==> config.mk <==
export PLATFORM = sky130hd
export DESIGN_NAME = tlb_l1_flat
export DESIGN_NICKNAME = d
export VERILOG_FILES = /design/src/rtl/tlb_l1_pkg.sv /design/src/rtl/tlb_l1_if.sv /design/src/rtl/tlb_l1_entry.sv /design/src/rtl/tlb_l1.sv /design/src/flat_wrapper.sv
export SDC_FILE = /design/constraint.sdc
export NUM_CORES = 1
export LEC_CHECK = 0
export CORE_ASPECT_RATIO = 0.6
export CORE_UTILIZATION = 45
export DETAILED_ROUTE_END_ITERATION = 8
export PLACE_DENSITY = 0.71
export SYNTH_ARGS = -nofsm -noshare
export SYNTH_HDL_FRONTEND = slang
export SYNTH_HIERARCHICAL = 1
export SYNTH_SLANG_ARGS = --single-unit
==> constraint.sdc <==
create_clock -name clk -period 7.4 [get_ports clk]
set_clock_uncertainty 0.2 [all_clocks]
set_input_delay 1.11 -clock clk [delete_from_list [all_inputs] [get_ports clk]]
set_output_delay 1.11 -clock clk [all_outputs]
set_load 0.1 [all_outputs]
==> src/rtl/tlb_l1_pkg.sv <==
// rtl/tlb_l1_pkg.sv - shared TLB entry type, match rule and PA composition
package tlb_l1_pkg;
  localparam int TLBNUM   = 16;
  localparam int TLBIDLEN = $clog2(TLBNUM);
  localparam logic [5:0] PS_4M = 6'd21;

  typedef struct packed {
    logic [18:0] vppn;
    logic [5:0]  ps;
    logic        g;
    logic [9:0]  asid;
    logic        e;
    logic [19:0] ppn0;
    logic [1:0]  plv0;
    logic [1:0]  mat0;
    logic        d0;
    logic        v0;
    logic [19:0] ppn1;
    logic [1:0]  plv1;
    logic [1:0]  mat1;
    logic        d1;
    logic        v1;
  } tlb_entry_t;

  typedef struct packed {
    logic [31:0] pa;
    logic        v;
    logic        d;
    logic [1:0]  plv;
    logic [1:0]  mat;
  } tlb_page_t;

  typedef enum logic [1:0] {ST_IDLE, ST_LOOKUP, ST_L2_WAIT} l1_state_t;

  // Large pages ignore the low vppn bits, which lie inside the page pair.
  function automatic logic tlb_match(input tlb_entry_t ent, input logic [18:0] vppn,
                                     input logic [9:0] asid);
    logic vppn_hit;
    vppn_hit = (ent.ps == PS_4M) ? (ent.vppn[18:9] == vppn[18:9]) : (ent.vppn == vppn);
    return ent.e && vppn_hit && (ent.g || (ent.asid == asid));
  endfunction

  function automatic tlb_page_t tlb_page(input tlb_entry_t ent, input logic [31:0] va);
    tlb_page_t  pg;
    logic       odd;
    logic [19:0] ppn;
    odd    = (ent.ps == PS_4M) ? va[21] : va[12];
    ppn    = odd ? ent.ppn1 : ent.ppn0;
    pg.v   = odd ? ent.v1 : ent.v0;
    pg.d   = odd ? ent.d1 : ent.d0;
    pg.plv = odd ? ent.plv1 : ent.plv0;
    pg.mat = odd ? ent.mat1 : ent.mat0;
    pg.pa  = (ent.ps == PS_4M) ? {ppn[19:9], va[20:0]} : {ppn, va[11:0]};
    return pg;
  endfunction
endpackage

==> src/rtl/tlb_l1_if.sv <==
// rtl/tlb_l1_if.sv - lookup, response and L2 search port bundle for tlb_l1
interface tlb_l1_if;
  import tlb_l1_pkg::*;

  logic                lk_valid;
  logic                lk_ready;
  logic [31:0]         lk_va;
  logic [9:0]          lk_asid;
  logic                flush;
  logic                resp_valid;
  logic                resp_found;
  logic [31:0]         resp_pa;
  logic                resp_v;
  logic                resp_d;
  logic [1:0]          resp_plv;
  logic [1:0]          resp_mat;
  logic [TLBIDLEN-1:0] resp_index;
  logic [18:0]         l2_vppn;
  logic [9:0]          l2_asid;
  logic                l2_found;
  tlb_entry_t          l2_result;
  logic [TLBIDLEN-1:0] l2_index;

  modport slave (
    input  lk_valid, lk_va, lk_asid, flush, l2_found, l2_result, l2_index,
    output lk_ready, resp_valid, resp_found, resp_pa, resp_v, resp_d, resp_plv, resp_mat,
           resp_index, l2_vppn, l2_asid
  );

  modport master (
    output lk_valid, lk_va, lk_asid, flush, l2_found, l2_result, l2_index,
    input  lk_ready, resp_valid, resp_found, resp_pa, resp_v, resp_d, resp_plv, resp_mat,
           resp_index, l2_vppn, l2_asid
  );
endinterface

==> src/rtl/tlb_l1_entry.sv <==
// rtl/tlb_l1_entry.sv - one L1 micro-TLB entry: storage plus match against the request key
module tlb_l1_entry
  import tlb_l1_pkg::*;
(
  input  logic                clk,
  input  logic                reset,
  input  logic                i_flush,
  input  logic                i_we,
  input  tlb_entry_t          i_entry,
  input  logic [TLBIDLEN-1:0] i_index,
  input  logic [18:0]         i_vppn,
  input  logic [9:0]          i_asid,
  output logic                o_hit,
  output tlb_entry_t          o_entry,
  output logic [TLBIDLEN-1:0] o_index
);
  logic                r_valid;
  tlb_entry_t          r_entry;
  logic [TLBIDLEN-1:0] r_index;

  always_ff @(posedge clk) begin
    if (reset || i_flush) begin
      r_valid <= 1'b0;
    end else if (i_we) begin
      r_valid <= 1'b1;
    end
    if (i_we) begin
      r_entry <= i_entry;
      r_index <= i_index;
    end
  end

  assign o_hit   = r_valid && tlb_match(r_entry, i_vppn, i_asid);
  assign o_entry = r_entry;
  assign o_index = r_index;
endmodule

==> src/rtl/tlb_l1.sv <==
// rtl/tlb_l1.sv - fully-associative L1 micro-TLB that searches the shared L2 TLB on a miss
module tlb_l1
  import tlb_l1_pkg::*;
#(
  parameter int ENTRIES = 4
) (
  input logic     clk,
  input logic     reset,
  tlb_l1_if.slave bus
);
  localparam int PTRW = $clog2(ENTRIES);

  l1_state_t           r_state;
  l1_state_t           w_next;
  logic [31:0]         r_va;
  logic [9:0]          r_asid;
  logic                r_found_q;
  logic [PTRW-1:0]     r_ptr;

  logic [ENTRIES-1:0]  w_hit_vec;
  tlb_entry_t          w_ent [ENTRIES];
  logic [TLBIDLEN-1:0] w_idx [ENTRIES];
  logic                w_l1_hit;
  tlb_entry_t          w_l1_ent;
  logic [TLBIDLEN-1:0] w_l1_idx;
  logic                w_ready;
  logic                w_valid;
  logic                w_found;
  logic                w_hs;
  logic                w_fill;
  tlb_entry_t          w_src_ent;
  logic [TLBIDLEN-1:0] w_src_idx;
  tlb_page_t           w_page;

  assign w_hs   = bus.lk_valid && w_ready;
  assign w_fill = (r_state == ST_L2_WAIT) && r_found_q && !bus.flush && !reset;

  for (genvar g = 0; g < ENTRIES; g++) begin : g_entry
    tlb_l1_entry u_entry (
      .clk     (clk),
      .reset   (reset),
      .i_flush (bus.flush),
      .i_we    (w_fill && (r_ptr == PTRW'(g))),
      .i_entry (bus.l2_result),
      .i_index (bus.l2_index),
      .i_vppn  (r_va[31:13]),
      .i_asid  (r_asid),
      .o_hit   (w_hit_vec[g]),
      .o_entry (w_ent[g]),
      .o_index (w_idx[g])
    );
  end

  always_comb begin
    w_l1_hit = 1'b0;
    w_l1_ent = '0;
    w_l1_idx = '0;
    for (int i = ENTRIES - 1; i >= 0; i--) begin
      if (w_hit_vec[i]) begin
        w_l1_hit = 1'b1;
        w_l1_ent = w_ent[i];
        w_l1_idx = w_idx[i];
      end
    end
  end

  // A flush while busy leaves the FSM in LOOKUP so the search reruns on the updated L2.
  always_comb begin
    w_next    = r_state;
    w_ready   = 1'b0;
    w_valid   = 1'b0;
    w_found   = 1'b0;
    w_src_ent = w_l1_ent;
    w_src_idx = w_l1_idx;
    case (r_state)
      ST_IDLE: begin
        w_ready = 1'b1;
        if (bus.lk_valid) w_next = ST_LOOKUP;
      end
      ST_LOOKUP: begin
        if (!bus.flush) begin
          if (w_l1_hit) begin
            w_valid = 1'b1;
            w_found = 1'b1;
            w_next  = ST_IDLE;
          end else begin
            w_next = ST_L2_WAIT;
          end
        end
      end
      ST_L2_WAIT: begin
        w_src_ent = bus.l2_result;
        w_src_idx = bus.l2_index;
        if (bus.flush) begin
          w_next = ST_LOOKUP;
        end else begin
          w_valid = 1'b1;
          w_found = r_found_q;
          w_next  = ST_IDLE;
        end
      end
      default: w_next = ST_IDLE;
    endcase
    if (reset) begin
      w_ready = 1'b0;
      w_valid = 1'b0;
      w_found = 1'b0;
    end
  end

  always_ff @(posedge clk) begin
    if (reset) begin
      r_state   <= ST_IDLE;
      r_found_q <= 1'b0;
      r_ptr     <= '0;
    end else begin
      r_state <= w_next;
      if (r_state == ST_LOOKUP) r_found_q <= bus.l2_found;
      if (w_fill) r_ptr <= r_ptr + 1'b1;
    end
    if (w_hs) begin
      r_va   <= bus.lk_va;
      r_asid <= bus.lk_asid;
    end
  end

  assign w_page         = tlb_page(w_src_ent, r_va);
  assign bus.lk_ready   = w_ready;
  assign bus.resp_valid = w_valid;
  assign bus.resp_found = w_found;
  assign bus.resp_pa    = w_found ? w_page.pa : '0;
  assign bus.resp_v     = w_found && w_page.v;
  assign bus.resp_d     = w_found && w_page.d;
  assign bus.resp_plv   = w_found ? w_page.plv : '0;
  assign bus.resp_mat   = w_found ? w_page.mat : '0;
  assign bus.resp_index = w_found ? w_src_idx : '0;
  assign bus.l2_vppn    = r_va[31:13];
  assign bus.l2_asid    = r_asid;
endmodule
==> src/flat_wrapper.sv <==
// flat-port wrapper written by rule: the top's interface ports become plain ports
module tlb_l1_flat import tlb_l1_pkg::*;
#(
  parameter int ENTRIES = 4
)
  (clk, reset, bus_lk_valid, bus_lk_va, bus_lk_asid, bus_flush, bus_l2_found, bus_l2_result, bus_l2_index, bus_lk_ready, bus_resp_valid, bus_resp_found, bus_resp_pa, bus_resp_v, bus_resp_d, bus_resp_plv, bus_resp_mat, bus_resp_index, bus_l2_vppn, bus_l2_asid);
  tlb_l1_if bus_i ();
  input logic clk;
  input logic reset;
  input wire logic [$bits(bus_i.lk_valid)-1:0] bus_lk_valid;
  input wire logic [$bits(bus_i.lk_va)-1:0] bus_lk_va;
  input wire logic [$bits(bus_i.lk_asid)-1:0] bus_lk_asid;
  input wire logic [$bits(bus_i.flush)-1:0] bus_flush;
  input wire logic [$bits(bus_i.l2_found)-1:0] bus_l2_found;
  input wire logic [$bits(bus_i.l2_result)-1:0] bus_l2_result;
  input wire logic [$bits(bus_i.l2_index)-1:0] bus_l2_index;
  output wire logic [$bits(bus_i.lk_ready)-1:0] bus_lk_ready;
  output wire logic [$bits(bus_i.resp_valid)-1:0] bus_resp_valid;
  output wire logic [$bits(bus_i.resp_found)-1:0] bus_resp_found;
  output wire logic [$bits(bus_i.resp_pa)-1:0] bus_resp_pa;
  output wire logic [$bits(bus_i.resp_v)-1:0] bus_resp_v;
  output wire logic [$bits(bus_i.resp_d)-1:0] bus_resp_d;
  output wire logic [$bits(bus_i.resp_plv)-1:0] bus_resp_plv;
  output wire logic [$bits(bus_i.resp_mat)-1:0] bus_resp_mat;
  output wire logic [$bits(bus_i.resp_index)-1:0] bus_resp_index;
  output wire logic [$bits(bus_i.l2_vppn)-1:0] bus_l2_vppn;
  output wire logic [$bits(bus_i.l2_asid)-1:0] bus_l2_asid;
  assign bus_i.lk_valid = bus_lk_valid;
  assign bus_i.lk_va = bus_lk_va;
  assign bus_i.lk_asid = bus_lk_asid;
  assign bus_i.flush = bus_flush;
  assign bus_i.l2_found = bus_l2_found;
  assign bus_i.l2_result = bus_l2_result;
  assign bus_i.l2_index = bus_l2_index;
  assign bus_lk_ready = bus_i.lk_ready;
  assign bus_resp_valid = bus_i.resp_valid;
  assign bus_resp_found = bus_i.resp_found;
  assign bus_resp_pa = bus_i.resp_pa;
  assign bus_resp_v = bus_i.resp_v;
  assign bus_resp_d = bus_i.resp_d;
  assign bus_resp_plv = bus_i.resp_plv;
  assign bus_resp_mat = bus_i.resp_mat;
  assign bus_resp_index = bus_i.resp_index;
  assign bus_l2_vppn = bus_i.l2_vppn;
  assign bus_l2_asid = bus_i.l2_asid;
  tlb_l1 #(.ENTRIES(ENTRIES)) u_core (.clk(clk), .reset(reset), .bus(bus_i));
endmodule
# == Word-level counts from Yosys, hierarchy flattened ==
# Index checks and enable logic that the tools add are counted.
# op_classes
n_addsub,1
n_eq_ne,24
mux,44
n_reduce_logical,32
# ops
operator,n
$mux 70,5
$eq 10x10->1,8
$eq 19x19->1,4
$mux 32,1
$eq 6x5->1 const B,5
$mux 4,6
$logic_and 1x1->1,22
$mux 21,1
$mux 1,20
$mux 20,1
$mux 2,7
$eq 2x2->1 const B,3
$pmux 2 s3,1
$logic_or 1x1->1,5
$eq 2x1->1 const B,2
$logic_not 2->1,2
$ne 2x2->1 const B,2
$pmux 1 s2,2
$add 2x1->2 const B,1
$logic_not 1->1,2
$reduce_and 2->1,1
# totals
regBits,423
in_bits,140
out_inout_bits,74
wordCells,174

# == Logic depth before layout (Yosys ltp) ==
# Gate-level depths: netlist (run 1).
# depth
depth_word,15
ltp_mapped,13
mapped_depth_nobuf,10

# == Modules after synthesis ==
# The synthesis (run 1) kept the hierarchy.
# by_module_without_submodules
module,n_inst,cells_per_inst,area_per_inst_um2,seq_area_each_um2
tlb_l1_entry,4,139,3170.5,2812.7
tlb_l1,1,510,4603.2,1361.3

# == Least setup slack after synthesis (run 1) ==
# No wires, ideal clock.
# synth_path
path_type,register to output
from,register u_core.r_asid[8] (netlist: u_core/bus.l2_asid[8])
to,output port bus_resp_pa[12]
t_arrival_ps,5316
required_ps,6090
path_slack_ps,774
stages_incl_launch_ff,11
n_path_buf,1
cell_sequence,edfxtp_1 -> xor2_1 -> nor4_1 -> a41oi_1 -> a211oi_2 -> nand3b_1 -> a2111oi_2 -> o31a_1 -> buf_2 -> a211oi_1 -> o32ai_1
# synth_via
elab_cells_between_ends,34
classes_between,eq/ne: 5; mux: 17; reduce/logical: 12
# synth_lines
item,line,text
start: declaration,tlb_l1.sv:16,logic [9:0] r_asid;
start signal: assignment,tlb_l1.sv:123,r_asid <= bus.lk_asid;
$eq 10x10->1 (*),tlb_l1_pkg.sv:40,return ent.e && vppn_hit && (ent.g || (ent.asid == asid));
$logic_or 1x1->1 (*),tlb_l1_pkg.sv:40,
$logic_and 1x1->1 (*),tlb_l1_pkg.sv:40,
$logic_and 1x1->1 (*),tlb_l1_entry.sv:33,"assign o_hit = r_valid && tlb_match(r_entry, i_vppn, i_asid);"
named net u_core.w_hit_vec[2],tlb_l1.sv:20,logic [ENTRIES-1:0] w_hit_vec;
$mux 70 (3 in series),tlb_l1.sv:59,if (w_hit_vec[i]) begin
$mux 70,tlb_l1.sv:75,case (r_state)
$eq 6x5->1,"tlb_l1_pkg.sv:47, tlb_l1_pkg.sv:53",
$mux 1,tlb_l1_pkg.sv:47,odd = (ent.ps == PS_4M) ? va[21] : va[12];
$mux 20,tlb_l1_pkg.sv:48,ppn = odd ? ent.ppn1 : ent.ppn0;
$mux 21,tlb_l1_pkg.sv:53,"pg.pa = (ent.ps == PS_4M) ? {ppn[19:9], va[20:0]} : {ppn, va[11:0]};"
$mux 32 (*),tlb_l1.sv:131,assign bus.resp_pa = w_found ? w_page.pa : '0;
end: declaration,flat_wrapper.sv:20,output wire logic [$bits(bus_i.resp_pa)-1:0] bus_resp_pa;
# The timed path passes the listed nets; every way through them passes the cells marked *.

# == Worst setup path in the final report (run 1) ==
# layout_path
from,register u_core.r_asid[8] (netlist: u_core/bus.l2_asid[8])
to,output port bus_resp_plv[0]
# layout_via
elab_cells_between_ends,33
classes_between,eq/ne: 5; mux: 16; reduce/logical: 12
# layout_lines
item,line,text
$eq 10x10->1 (*),tlb_l1_pkg.sv:40,
$logic_or 1x1->1 (*),tlb_l1_pkg.sv:40,
$logic_and 1x1->1 (*),tlb_l1_pkg.sv:40,
$logic_and 1x1->1 (*),tlb_l1_entry.sv:33,
named net u_core.w_hit_vec[2],tlb_l1.sv:20,
$mux 70 / $mux 1 (equally long branches) (3 in series),tlb_l1.sv:59,
$mux 70 / $mux 1 (equally long branches),"tlb_l1.sv:75, tlb_l1.sv:82",
$eq 6x5->1 / $mux 1 (equally long branches),"tlb_l1_pkg.sv:47, tlb_l1.sv:81",
$mux 1 / $pmux 1 s2 (equally long branches),"tlb_l1_pkg.sv:47, tlb_l1.sv:75",
$mux 2 / $mux 1 (equally long branches),"tlb_l1_pkg.sv:51, tlb_l1.sv:104",
$mux 2 (*),tlb_l1.sv:134,assign bus.resp_plv = w_found ? w_page.plv : '0;
end: declaration,flat_wrapper.sv:23,output wire logic [$bits(bus_i.resp_plv)-1:0] bus_resp_plv;
# Marked as above.

==> results of run 1 <==
-- final cells by class --
cell class / instances / area, sq um
clock inverter: 23 / 161
fill: 2927 / 16800
timing repair buffer: 228 / 2140
inverter: 9 / 33.8
sequential: 423 / 12600
tap: 513 / 642
multi-input combinational: 558 / 4300
clock buffer: 48 / 1050
antenna: 3 / 7.51
-- metal layers --
metal / vias up / track usage / routed length (microns)
li1: 4571 / - / -
met3: 55 / 0.0372 / 2870
met4: 0 / 0.0482 / 711
met5: - / 0 / 0
met1: 5134 / 0.315 / 19200
met2: 386 / 0.322 / 18900
-- state kept, by name (all words and copies together), names as in the netlist --
name and flops:
u_core/g_entry.u_entry/o_entry 356, u_core/r_va 32, u_core/g_entry.u_entry/o_index 16, u_core/bus.l2_asid 10, u_core/g_entry.u_entry/r_valid 4, u_core/r_ptr 2, u_core/r_state 2, u_core/r_found_q 1
-- path summary, 6_finish.rpt --
| path | cells after the start | to | slack, ns |
|---|---|---|---|
| max | 12 | bus_resp_plv[0] | 0.67 |
| min | 2 | u_core/g_entry[2].u_entry/r_valid | 0.29 |
| max reg2reg | 7 | u_core/g_entry[3].u_entry/o_entry[56] | 3.56 |
| min reg2reg | 2 | u_core/g_entry[2].u_entry/r_valid | 0.29 |
-- tightest hold or removal path: cells and delay by family, from the launching register on --
family	cells	cell delay, ns
DFF	1	0.31
and+or+nand+nor	2	0.14
-- through the flow --
stage | utilization | hold WS (ns) | std cells | instance area (sq um)
6_report | 0.554 | 0.294 | 1805 | 20900
5_1_grt | 0.554 | 0.330 | 1803 | 20900
3_5_place_dp | 0.522 | 0.282 | 1731 | 19700
3_3_place_gp | 0.522 | 0.283 | 1731 | 19700
4_1_cts | 0.554 | 0.294 | 1802 | 20900
2_1_floorplan | - | 0.261 | 1066 | 17300
-- cell families (layout without fill, tap and decap cells) --
group / Yosys count / after routing / share of synthesized area
buffers and inverters: 85 / 308 / 0.0246
adder cells (fa/ha/maj): 8 / 8 / 0.00579
AND/OR/NAND/NOR: 186 / 186 / 0.0618
other: 0 / 3 / 0
XOR/XNOR: 117 / 117 / 0.0593
AO/OA/AOI/OAI: 211 / 211 / 0.0922
flip-flops: 423 / 423 / 0.730
multiplexers: 36 / 36 / 0.0266
-- layout by cell type, fill, tap and decap left out, types with 5 or more instances in the layout --
cell type                         instances
sky130_fd_sc_hd__xnor2_1                 17
sky130_fd_sc_hd__ha_1                     7
sky130_fd_sc_hd__clkinv_2                 9
sky130_fd_sc_hd__clkbuf_1                 7
sky130_fd_sc_hd__clkdlybuf4s50_1        170
sky130_fd_sc_hd__o211ai_1                38
sky130_fd_sc_hd__nand3_1                  5
sky130_fd_sc_hd__a221oi_1                52
sky130_fd_sc_hd__o31ai_1                 51
sky130_fd_sc_hd__a22oi_1                  6
sky130_fd_sc_hd__mux2i_1                 28
sky130_fd_sc_hd__nor2b_1                 52
sky130_fd_sc_hd__clkbuf_16               41
sky130_fd_sc_hd__nor4_1                  22
sky130_fd_sc_hd__nor2_1                  23
sky130_fd_sc_hd__a21oi_1                 43
sky130_fd_sc_hd__and2_1                  12
sky130_fd_sc_hd__mux4_2                   8
sky130_fd_sc_hd__xor2_1                 100
sky130_fd_sc_hd__edfxtp_1               414
sky130_fd_sc_hd__nand3b_1                 8
sky130_fd_sc_hd__dfxtp_1                  9
sky130_fd_sc_hd__nand2_1                 27
sky130_fd_sc_hd__inv_1                    7
sky130_fd_sc_hd__nor3_1                  13
sky130_fd_sc_hd__buf_4                   58
sky130_fd_sc_hd__nor4bb_1                 8
sky130_fd_sc_hd__clkinv_1                10
-- power by group through the flow --
stage	logic [uW]	registers (uW)	clock network, uW
4_1_cts	530	2730	1970
6_report	529	2730	1930
5_1_grt	562	2730	2060
3_5_place_dp	527	2780	0
2_1_floorplan	299	2800	0
3_3_place_gp	523	2780	0
==> run summary, run 1 <==
The run finished with clean final reports. In the routed design, unresolved DRC markers number 0. The switching part of the total is 0.239. The final hold violation count is 0. At the pin with the least slew margin, the transition time is roughly 1.3 ns. The number of buffers added to fix hold violations after cts came out at 0. The min-delay analysis places its worst path in the category flip-flop to flip-flop. The maximum achievable frequency came out at 0.149 GHz. For this run, the slowest stage of the critical path takes about 0.9 ns. Among all stages on the critical path, the largest delay is contributed by sky130_fd_sc_hd__inv_2. The number of resized instances in the post-cts repair step is 0. Across the VDD grid, the largest voltage drop is between 0.1 and 0.15 mV. The sum of buffers and inverters on the critical path came out at 3. The setup total negative slack came out at 0 ns. The worst setup path is launched from a flip-flop.

The share of total power dissipated in combinational logic is 0.102. The post-route total power came out at 5180 uW. The worst path setup slack after routing is approximately 0.67 ns. The top flip-flop cell by instance count after synthesis is sky130_fd_sc_hd__edfxtp_1. The number of port buffers came out at about 210.

Clock-pin slew was measured on the worst setup and hold paths at 0.06 ns. Of the cells placed in the final design, the portion with a size suffix greater than 1 is 0.105. The routed length per instance is roughly 23 microns. In this run the critical register-to-register path is launched from u_core/r_state[0]. The via count is 10,100.

For this configuration, the core starts out at a cell density of 0.458. In the post-synthesis netlist, the biggest area contributors are sky130_fd_sc_hd__edfxtp_1 72%, sky130_fd_sc_hd__xor2_1 5.1%, sky130_fd_sc_hd__a221oi_1 2.6%. Of all flip-flops after synthesis, the portion carrying an async set or reset was 0.

The first-pass GRT wire length came out at just over 60,000 microns. After clock tree synthesis, the setup repair step added 0 buffers. Along the worst path, the maximum fanout reaches 52. The vertical extent of the die came out at between 150 and 200 microns.

The final net count is 1,408. Setup repair after global routing left no endpoint under its margin. The routed via count divided by cell count is 5.62.

In this run the most critical hold path is launched from u_core/g_entry[2].u_entry/r_valid. The signal on the critical path passes through xor2_1 > nor4_1 > a41oi_1 > a211oi_4 > buf_4 > nor4_1 > or3b_1 > a21o_1 > inv_2 > o211ai_1 > mux2i_1 > buf_4. Once detailed placement completed, the half-perimeter wirelength came to 25,700 microns.

The net count of the mapped netlist came out at ~1,200. The number of pins exceeding their max-slew limit in the final report came to 0. The number of cell rows is 55.

The number of routed nets with antenna violations is 0. For this design the ratio of total power to cell area is about 250 nW/um^2. The arrival time of the worst setup path is around 5.4 ns. Counting flops and latches in the post-synthesis netlist gives between 400 and 500. The endpoint kind of the worst setup timing path is an output pin. The initial antenna violation count is 4.

The average cell area after synthesis is 16.2 sq um. The H-tree depth reported by CTS is 2. After synthesis, the most frequently instantiated cells are 414 x sky130_fd_sc_hd__edfxtp_1, 100 x sky130_fd_sc_hd__xor2_1, 52 x sky130_fd_sc_hd__a221oi_1, 52 x sky130_fd_sc_hd__nor2b_1, 51 x sky130_fd_sc_hd__o31ai_1. The iteration-0 DRC count of the detailed router is ~970. The worst pin sits at a relative slew slack of 0.153.

The floorplan step defined a die boundary enclosing a little under 40,000 sq um. The number of maximum-capacitance violations came out at 0. The number of instances in the synthesized netlist came out at between 1,000 and 1,500. For this block, the routed nets add up to approximately 42,000 microns of wire. The root buffer cell chosen for the clock tree is sky130_fd_sc_hd__clkbuf_16. The via count of the first global-routing pass is ~10,000. In the post-synthesis netlist, the cell with the most instances is sky130_fd_sc_hd__edfxtp_1.

The clock tree from TritonCTS is yes. The cell family contributing the most delay on the critical path is buffers and inverters. The setup slack at placement came out at ~1.3 ns. For this run the aggregate overflow at the end of global routing stands at 0. Summed over all cells, the static leakage comes to 0.00668 uW. Summed over all instances, the cell type with the most area after synthesis is sky130_fd_sc_hd__edfxtp_1.

The count of flip-flops with a built-in enable after synthesis came out at between 400 and 500. Entering global routing, the biggest net connects 70 pins. Routability-driven placement finished with a final weighted congestion of between 0.7 and 0.8. The Yosys step of the flow raised 6 warnings. The number of detailed-routing iterations run before antenna repair is 5. The shortest period the worst path allows came out at between 6 and 7 ns. In this run the power spent charging and discharging nets is 1240 uW. The sequential cell area fraction in the yosys report is 0.730. For this run, the total global-route usage over all layers was measured as 0.211. The total clock sinks came out at 423. The share of total power dissipated in the clock network is 0.372. In this run the cell area of the synthesized design comes to 17,300 sq um. The standard cell core area is around 38,000 sq um.

The critical path class is flip-flop to output pin. The count of distinct cell types in the synthesized netlist came out at 46. The clock tree buffer depth came out at 3. The number of buffers added by the clock tree synthesis step is 40. The layout-stage area growth over the synthesis result came out at 21.2%. The internal power contribution came out at between 3000 and 4000 uW. The number of top-level pins came out at roughly 210. Data on the critical path is required at its endpoint by around 6 ns.

The die is 255 microns wide. The final period utilization is 0.909. The register share of total power is 0.526. The launching element of the worst setup path is u_core/bus.l2_asid[8]. The portion of synthesized cell area occupied by the leading cell type came out at 0.719. The insertion delay of the later-clocked pin in the worst-skew pair came out at between 0.5 and 0.6 ns. Setup violations remaining at the end of the flow were counted as 0.
No activity file was read; power rests on OpenSTA's default activity.
==> inputs of run 2 (changes only) <==
--- a/config.mk
+++ b/config.mk
@@ -5,10 +5,12 @@
 export SDC_FILE = /design/constraint.sdc
 export NUM_CORES = 1
 export LEC_CHECK = 0
+export CAP_MARGIN = 20
 export CORE_ASPECT_RATIO = 0.6
 export CORE_UTILIZATION = 45
 export DETAILED_ROUTE_END_ITERATION = 8
 export PLACE_DENSITY = 0.71
+export REMOVE_ABC_BUFFERS = 1
 export SYNTH_ARGS = -nofsm -noshare
 export SYNTH_HDL_FRONTEND = slang
 export SYNTH_HIERARCHICAL = 1
==> run summary, run 2 (synthesized netlist as in run 1, its figures left out) <==
The flow ran to the end, and the final reports show no timing, DRC or antenna violations. In this run the most used layer during global routing was met1. The number of cell rows is 55. The setup total negative slack came out at 0 ns. The final period utilization came out at 0.935.

The number of port buffers is between 200 and 250. The first global-routing pass estimated just under 60,000 microns of wire. The number of top-level pins came out at approximately 210.

The number of detailed-routing iterations run before antenna repair came out at 5. The relative slew slack came out at 0.265. The tool flagged a number of max-cap violations equal to 0. Leaving out fill and tap cells, the most frequent cell in the layout is sky130_fd_sc_hd__edfxtp_1. The worst hold slack is just over 0.3 ns. The final hold violation count is 0. The H-tree depth reported by CTS is 2.

The number of buffers added by the clock tree synthesis step is just over 40. The final net count is 1,408. In this run the static leakage power is 0.00671 uW. The clock tree buffer depth is 3. The total clock sinks came out at ~420. The die boundary width is roughly 260 microns. The setup path with the least slack is of type flip-flop to output pin.

In this run the worst path has a maximum fanout of roughly 60. The most critical setup path has its endpoint at bus_resp_pa[22]. The number of buffers added to fix hold violations after cts came out at 0. The register-to-register setup slack is about 4.2 ns.

Entering global routing, the biggest net connects 105 pins. The via count came out at approximately 10,000. The worst setup path is launched from a flip-flop. The total track usage came out at 0.200.

In this run the critical register-to-register path is launched from u_core/r_state[1]. The cell at the root of the clock tree is sky130_fd_sc_hd__clkbuf_16. The initial antenna violation count was 2. The CTS clock-pin slew for the worst setup and hold paths came out at ~0.060 ns. The clock tree from TritonCTS is yes. Data arrives at the worst endpoint at about 5.6 ns. The insertion delay of the later-clocked pin in the worst-skew pair is 0.54 ns.

The die covers 39,200 sq um. The half-perimeter wire length after placement came out at roughly 23,000 microns. The total area inside the core boundary comes to ~38,000 sq um. The post-CTS setup-driven buffer insertion count came out at 0. After detailed routing, the average wire length per cell comes to about 22 microns.

The number of pins exceeding their max-slew limit in the final report was 0. The initial utilization of the core area, before any placement, comes to 0.458. The worst supply voltage drop on vdd is ~0.13 mV. The number of cells on the worst reg-to-reg path came out at 5. The routing usage on met2 is 0.291. The path class of the tightest hold or removal check is flip-flop to flip-flop. The fraction of layout instances using a drive strength above 1 came out at 0.105. The number of fill cells is around 2,900.

The DRC violation count after routing came out at 0. In this run the worst setup path begins at u_core/r_va[20]. The met1 layer usage reported by global route is 0.303. Setup repair after global routing left no endpoint under its margin. The power per cell area came out at 251 nW/um^2.

The maximum achievable frequency is 0.144 GHz. In this run, the number of DRC markers left after iteration 0 of detailed routing was between 500 and 600. The residual overflow from global routing is 0. The register with the most flip-flops in the layout has 356 of them.

The global placement routability congestion came out at around 0.79. The worst setup path is captured at an output pin. The final layout contains routed wiring with a total length of 39,200 microns. In the layout the commonest cells are 414 x sky130_fd_sc_hd__edfxtp_1, 170 x sky130_fd_sc_hd__clkdlybuf4s50_1, 100 x sky130_fd_sc_hd__xor2_1.

The number of resized instances in the post-cts repair step is 0. The worst register-to-register path ends at u_core/g_entry[0].u_entry/o_entry[33]. The required arrival time at the worst endpoint came out at 6.09 ns. The shortest period the worst path allows came out at about 6.9 ns. For this run, global-route usage on met3 was measured as 0.0479. The via count of the first global-routing pass is a little under 10,000. The number of routed nets with antenna violations came out at 0. Setup violations remaining at the end of the flow were counted as 0. Compared with the post-synthesis result, the final layout area differs by 21.6%. After detailed routing, the number of vias per cell comes to approximately 5.5. The slew of the pin with the lowest slew margin is between 1 and 1.5 ns.

The die is 154 microns tall.
## run 2: changes by cell type in the layout (fill, tap and decap cells not counted), moves of 2 or more
cell / before / now
sky130_fd_sc_hd__clkbuf_16: 41 / 43
sky130_fd_sc_hd__diode_2: 3 / 1
sky130_fd_sc_hd__clkinv_2: 9 / 5
sky130_fd_sc_hd__clkinv_1: 10 / 12
## run 2: per-stage QoR
stage | cells | power (uW) | setup WS [ns] | instance area [sq um] | utilization
final | 1805 | 5270 | 0.479 | 21000 | 0.556
after floorplan | 990 | 3080 | -2.78 | 16900 | -
after global routing | 1805 | 5460 | 0.151 | 21000 | 0.556
after global placement | 1730 | 3290 | 1.12 | 19700 | 0.522
after detailed placement | 1730 | 3300 | 1.05 | 19700 | 0.522
after CTS | 1804 | 5330 | 0.469 | 21000 | 0.556
## run 2: critical path: stages (launching register included)
cell and delay [ns]:
sky130_fd_sc_hd__edfxtp_1 0.51, sky130_fd_sc_hd__xor2_1 0.21, sky130_fd_sc_hd__nor4_1 0.58, sky130_fd_sc_hd__nand4_1 0.28, sky130_fd_sc_hd__a211oi_4 0.31, sky130_fd_sc_hd__buf_4 0.67, sky130_fd_sc_hd__nor2b_4 0.26, sky130_fd_sc_hd__a22oi_1 0.27
sky130_fd_sc_hd__a2111oi_2 0.08, sky130_fd_sc_hd__o31a_1 0.56, sky130_fd_sc_hd__a221oi_4 0.31, sky130_fd_sc_hd__buf_4 0.40, sky130_fd_sc_hd__mux2i_1 0.29, sky130_fd_sc_hd__buf_4 0.33
## run 2: worst min path at each step
stage	start	to	slack [ns]	depth (start not counted)
after global routing	u_core/g_entry[3].u_entry/r_valid	u_core/g_entry[3].u_entry/r_valid	0.33	2
after detailed placement	u_core/g_entry[2].u_entry/r_valid	u_core/g_entry[2].u_entry/r_valid	0.29	2
final	u_core/g_entry[0].u_entry/r_valid	u_core/g_entry[0].u_entry/r_valid	0.30	2
after CTS	u_core/g_entry[0].u_entry/r_valid	u_core/g_entry[0].u_entry/r_valid	0.30	2
after global placement	u_core/g_entry[3].u_entry/r_valid	u_core/g_entry[3].u_entry/r_valid	0.28	2
after floorplan	u_core/r_found_q	u_core/r_found_q	0.26	2
## run 2: routing by layer
| layer | share of wire | wire length [microns] |
|---|---|---|
| met1 | 0.47 | 18400 |
| met2 | 0.44 | 17400 |
| met3 | 0.073 | 2870 |
| met4 | 0.015 | 579 |
| met5 | 0.00033 | 13 |
## run 2: cell type report
type	count	area, sq um	share of cell area
sequential	423	12600	0.600
multi-input combinational	558	4300	0.205
timing repair buffer	227	2130	0.101
clock buffer	50	1100	0.0525
tap	513	642	0.0305
clock inverter	24	193	0.00917
inverter	9	33.8	0.00161
antenna	1	2.50	0.000119
## run 2: report_power, final
group	internal, uW	switching [uW]	leakage (uW)
sequential	2670	46.0	0.00380
clock	1160	859	0.000628
combinational	191	342	0.00227
==> inputs of run 3 (changes only) <==
--- a/config.mk
+++ b/config.mk
@@ -11,6 +11,7 @@
 export DETAILED_ROUTE_END_ITERATION = 8
 export PLACE_DENSITY = 0.71
 export REMOVE_ABC_BUFFERS = 1
+export SETUP_SLACK_MARGIN = 0.2
 export SYNTH_ARGS = -nofsm -noshare
 export SYNTH_HDL_FRONTEND = slang
 export SYNTH_HIERARCHICAL = 1
==> run summary, run 3 (synthesized netlist as in run 1, its figures left out) <==
Setup repair after global routing left no endpoint under its margin. The register-to-register setup slack is ~4.2 ns. The routed via count divided by cell count is 5.52. Buffers inserted to repair hold after CTS numbered 0.

The total leakage power is around 0.0067 uW. The maximum single-stage delay on the critical path came out at about 0.66 ns. After detailed routing, the wire length on met1 is about 18,000 microns.

The total detailed-routing wirelength came out at a little under 40,000 microns. The number of endpoints failing setup at the final stage came out at 0. The worst register-to-register path has a depth of 5.

In this run the power density over the cells is ~250 nW/um^2. Of the available clock period, the critical path in the final layout requires 0.919. The via count came out at around 10,000. The clock tree from TritonCTS is yes.

The number of clock buffers added by TritonCTS is 41. The startpoint of the tightest hold check path is u_core/g_entry[0].u_entry/r_valid. The critical path contains buffers and inverters numbering 3 combined. The min-delay analysis places its worst path in the category flip-flop to flip-flop. The maximum fanout count along the critical path is 38. The number of port buffers came out at between 200 and 250. The number of fill cells is just under 3,000. The number of stages on the worst hold path came out at 2. The initial cell density of the core is 0.458. The largest net degree at the start of global routing is about 110. For the pin with the worst max-slew slack, the measured transition is approximately 1.1 ns.

The clock tree buffer depth came out at 3. The area of the die is 39,200 sq um. The number of detailed-routing iterations run before antenna repair came out at 5.

The first-pass GRT wire length is between 50,000 and 60,000 microns. The worst hold path terminates at u_core/g_entry[0].u_entry/r_valid. The kind of cell with the highest combined delay on the critical path is compound AO/OA/AOI/OAI gates. The number of maximum-capacitance violations came out at 0. Of the cells placed in the final design, the portion with a size suffix greater than 1 is 0.105. The category of the worst setup path launch point is a flip-flop.

The total clock sinks is 423. The number of cell rows is 55. The library cells used most frequently in the layout, excluding fill and tap cells, are 414 x sky130_fd_sc_hd__edfxtp_1, 170 x sky130_fd_sc_hd__clkdlybuf4s50_1, 100 x sky130_fd_sc_hd__xor2_1. The vertical extent of the die came out at between 150 and 200 microns.

The die boundary width is between 200 and 300 microns. The half-perimeter wire length after placement came out at 23,500 microns. The number of flip-flops in the largest register is 356. At the later pin of the worst-skew pair, clock insertion delay measures approximately 0.54 ns. Compared with the post-synthesis result, the final layout area differs by 21.6%.

Signal routing reaches up to met5. The number of routed nets with antenna violations came out at 0. The origin of the critical flop-to-flop path is u_core/r_state[1].

The worst setup path is of the flip-flop to output pin kind. The worst register-to-register path ends at u_core/g_entry[0].u_entry/o_entry[33]. Dividing the detail-routed wire length by the instance count gives 21.7 microns. The number of top-level pins is between 200 and 250. The standard cell core area is ~38,000 sq um.

The worst hold slack is just over 0.3 ns. The routed length on met2 is roughly 17,000 microns. The worst supply voltage drop on vdd came out at between 0.1 and 0.15 mV. In the global route stage, overall resource usage came out at 0.200. After clock tree synthesis, the clock-pin slew on the worst setup and hold paths is 0.06 ns. The initial antenna violation count was 2. The final hold violation count came out at 0. The master of the slowest instance on the critical path is sky130_fd_sc_hd__inv_2. The maximum achievable frequency came out at around 0.15 GHz. The iteration-0 DRC count of the detailed router is about 550.

The residual overflow from global routing is 0. The setup total negative slack is 0 ns. The number of pins exceeding their max-slew limit in the final report is 0. For this run, the post-layout net count is 1,408.

In this run the number of H-tree levels came out at 2. Traced cell by cell, the critical path runs through xor2_1 > nor4_1 > a41oi_1 > a211oi_4 > nor4_1 > or3b_1 > a21o_1 > inv_2 > buf_4 > o211ai_1 > mux2i_1 > buf_4. Total power for the finished layout comes to between 5000 and 6000 uW. For this run, design rule violations remaining after detail routing come to 0. The relative slew slack is 0.265. The via count of the first global-routing pass is ~9,900. The shortest period the worst path allows is between 6 and 7 ns.

At the worst endpoint, the required time is about 6 ns. The arrival time of the worst setup path is between 5 and 6 ns. The run finished with clean final reports. Leaving out fill and tap cells, the most frequent cell in the layout is sky130_fd_sc_hd__edfxtp_1.

The global placement routability congestion came out at approximately 0.79. CTS placed an instance of sky130_fd_sc_hd__clkbuf_16 at the clock tree root. STA classifies the critical path endpoint as an output pin.

The sum of met3 wire segment lengths after detailed routing came out at ~2900 microns.
run 3: changes by cell type in the layout (fill, tap and decap cells not counted):
cell	change
sky130_fd_sc_hd__buf_4	-1
sky130_fd_sc_hd__buf_6	+1
run 3: layer usage:
metal / GRT usage / vias to the layer above
met1: 0.303 / 5018
li1: - / 4557
met5: 0 / -
met4: 0.0442 / 2
met3: 0.0479 / 48
met2: 0.291 / 338
run 3: where the power goes:
group | internal (uW) | switching (uW)
Combinational | 191 | 342
Sequential | 2670 | 46.0
Clock | 1160 | 859
run 3: how the worst max path moves through the flow:
stage / slack [ns] / cells past startpoint / startpoint / to
after detailed placement: 1.05 / 13 / u_core/r_va[20] / bus_resp_pa[22]
final: 0.60 / 12 / u_core/bus.l2_asid[5] / bus_resp_pa[26]
after global routing: 0.31 / 12 / u_core/bus.l2_asid[5] / bus_resp_pa[26]
after floorplan: -2.78 / 8 / u_core/r_va[20] / bus_resp_d
after global placement: 1.12 / 13 / u_core/r_va[17] / bus_resp_pa[27]
after CTS: 0.47 / 13 / u_core/r_va[20] / bus_resp_pa[22]
run 3: area by class of cell:
type	count	area [sq um]	area share
diodes	1	2.50	0.000119
clock buffers	50	1100	0.0524
repair buffers	227	2130	0.101
multi-input cells	558	4300	0.205
flip-flops and latches	423	12600	0.600
clock inverters	24	193	0.00917
well taps	513	642	0.0305
inverters	9	33.8	0.00161
run 3: worst register-to-register path, delay by kind of cell (launching register included):
family	cells	cell delay, ns
and+or+nand+nor	3	1.39
buffers and inverters	1	0.62
DFF	1	0.40
adders and majority gates	1	0.21
run 3: what timing repair did:
action,CTS,global route
setup buffers,0,0
gates resized for setup,0,1
setup endpoints to repair,0,5
run 3: metrics by stage:
stage | utilization | cell area, sq um | instances | setup WS (ns)
global route | 0.556 | 21000 | 1805 | 0.307
detailed placement | 0.522 | 19700 | 1730 | 1.05
finish | 0.556 | 21000 | 1805 | 0.599
global placement | 0.522 | 19700 | 1730 | 1.12
CTS | 0.556 | 21000 | 1804 | 0.469
floorplan | - | 16900 | 990 | -2.78
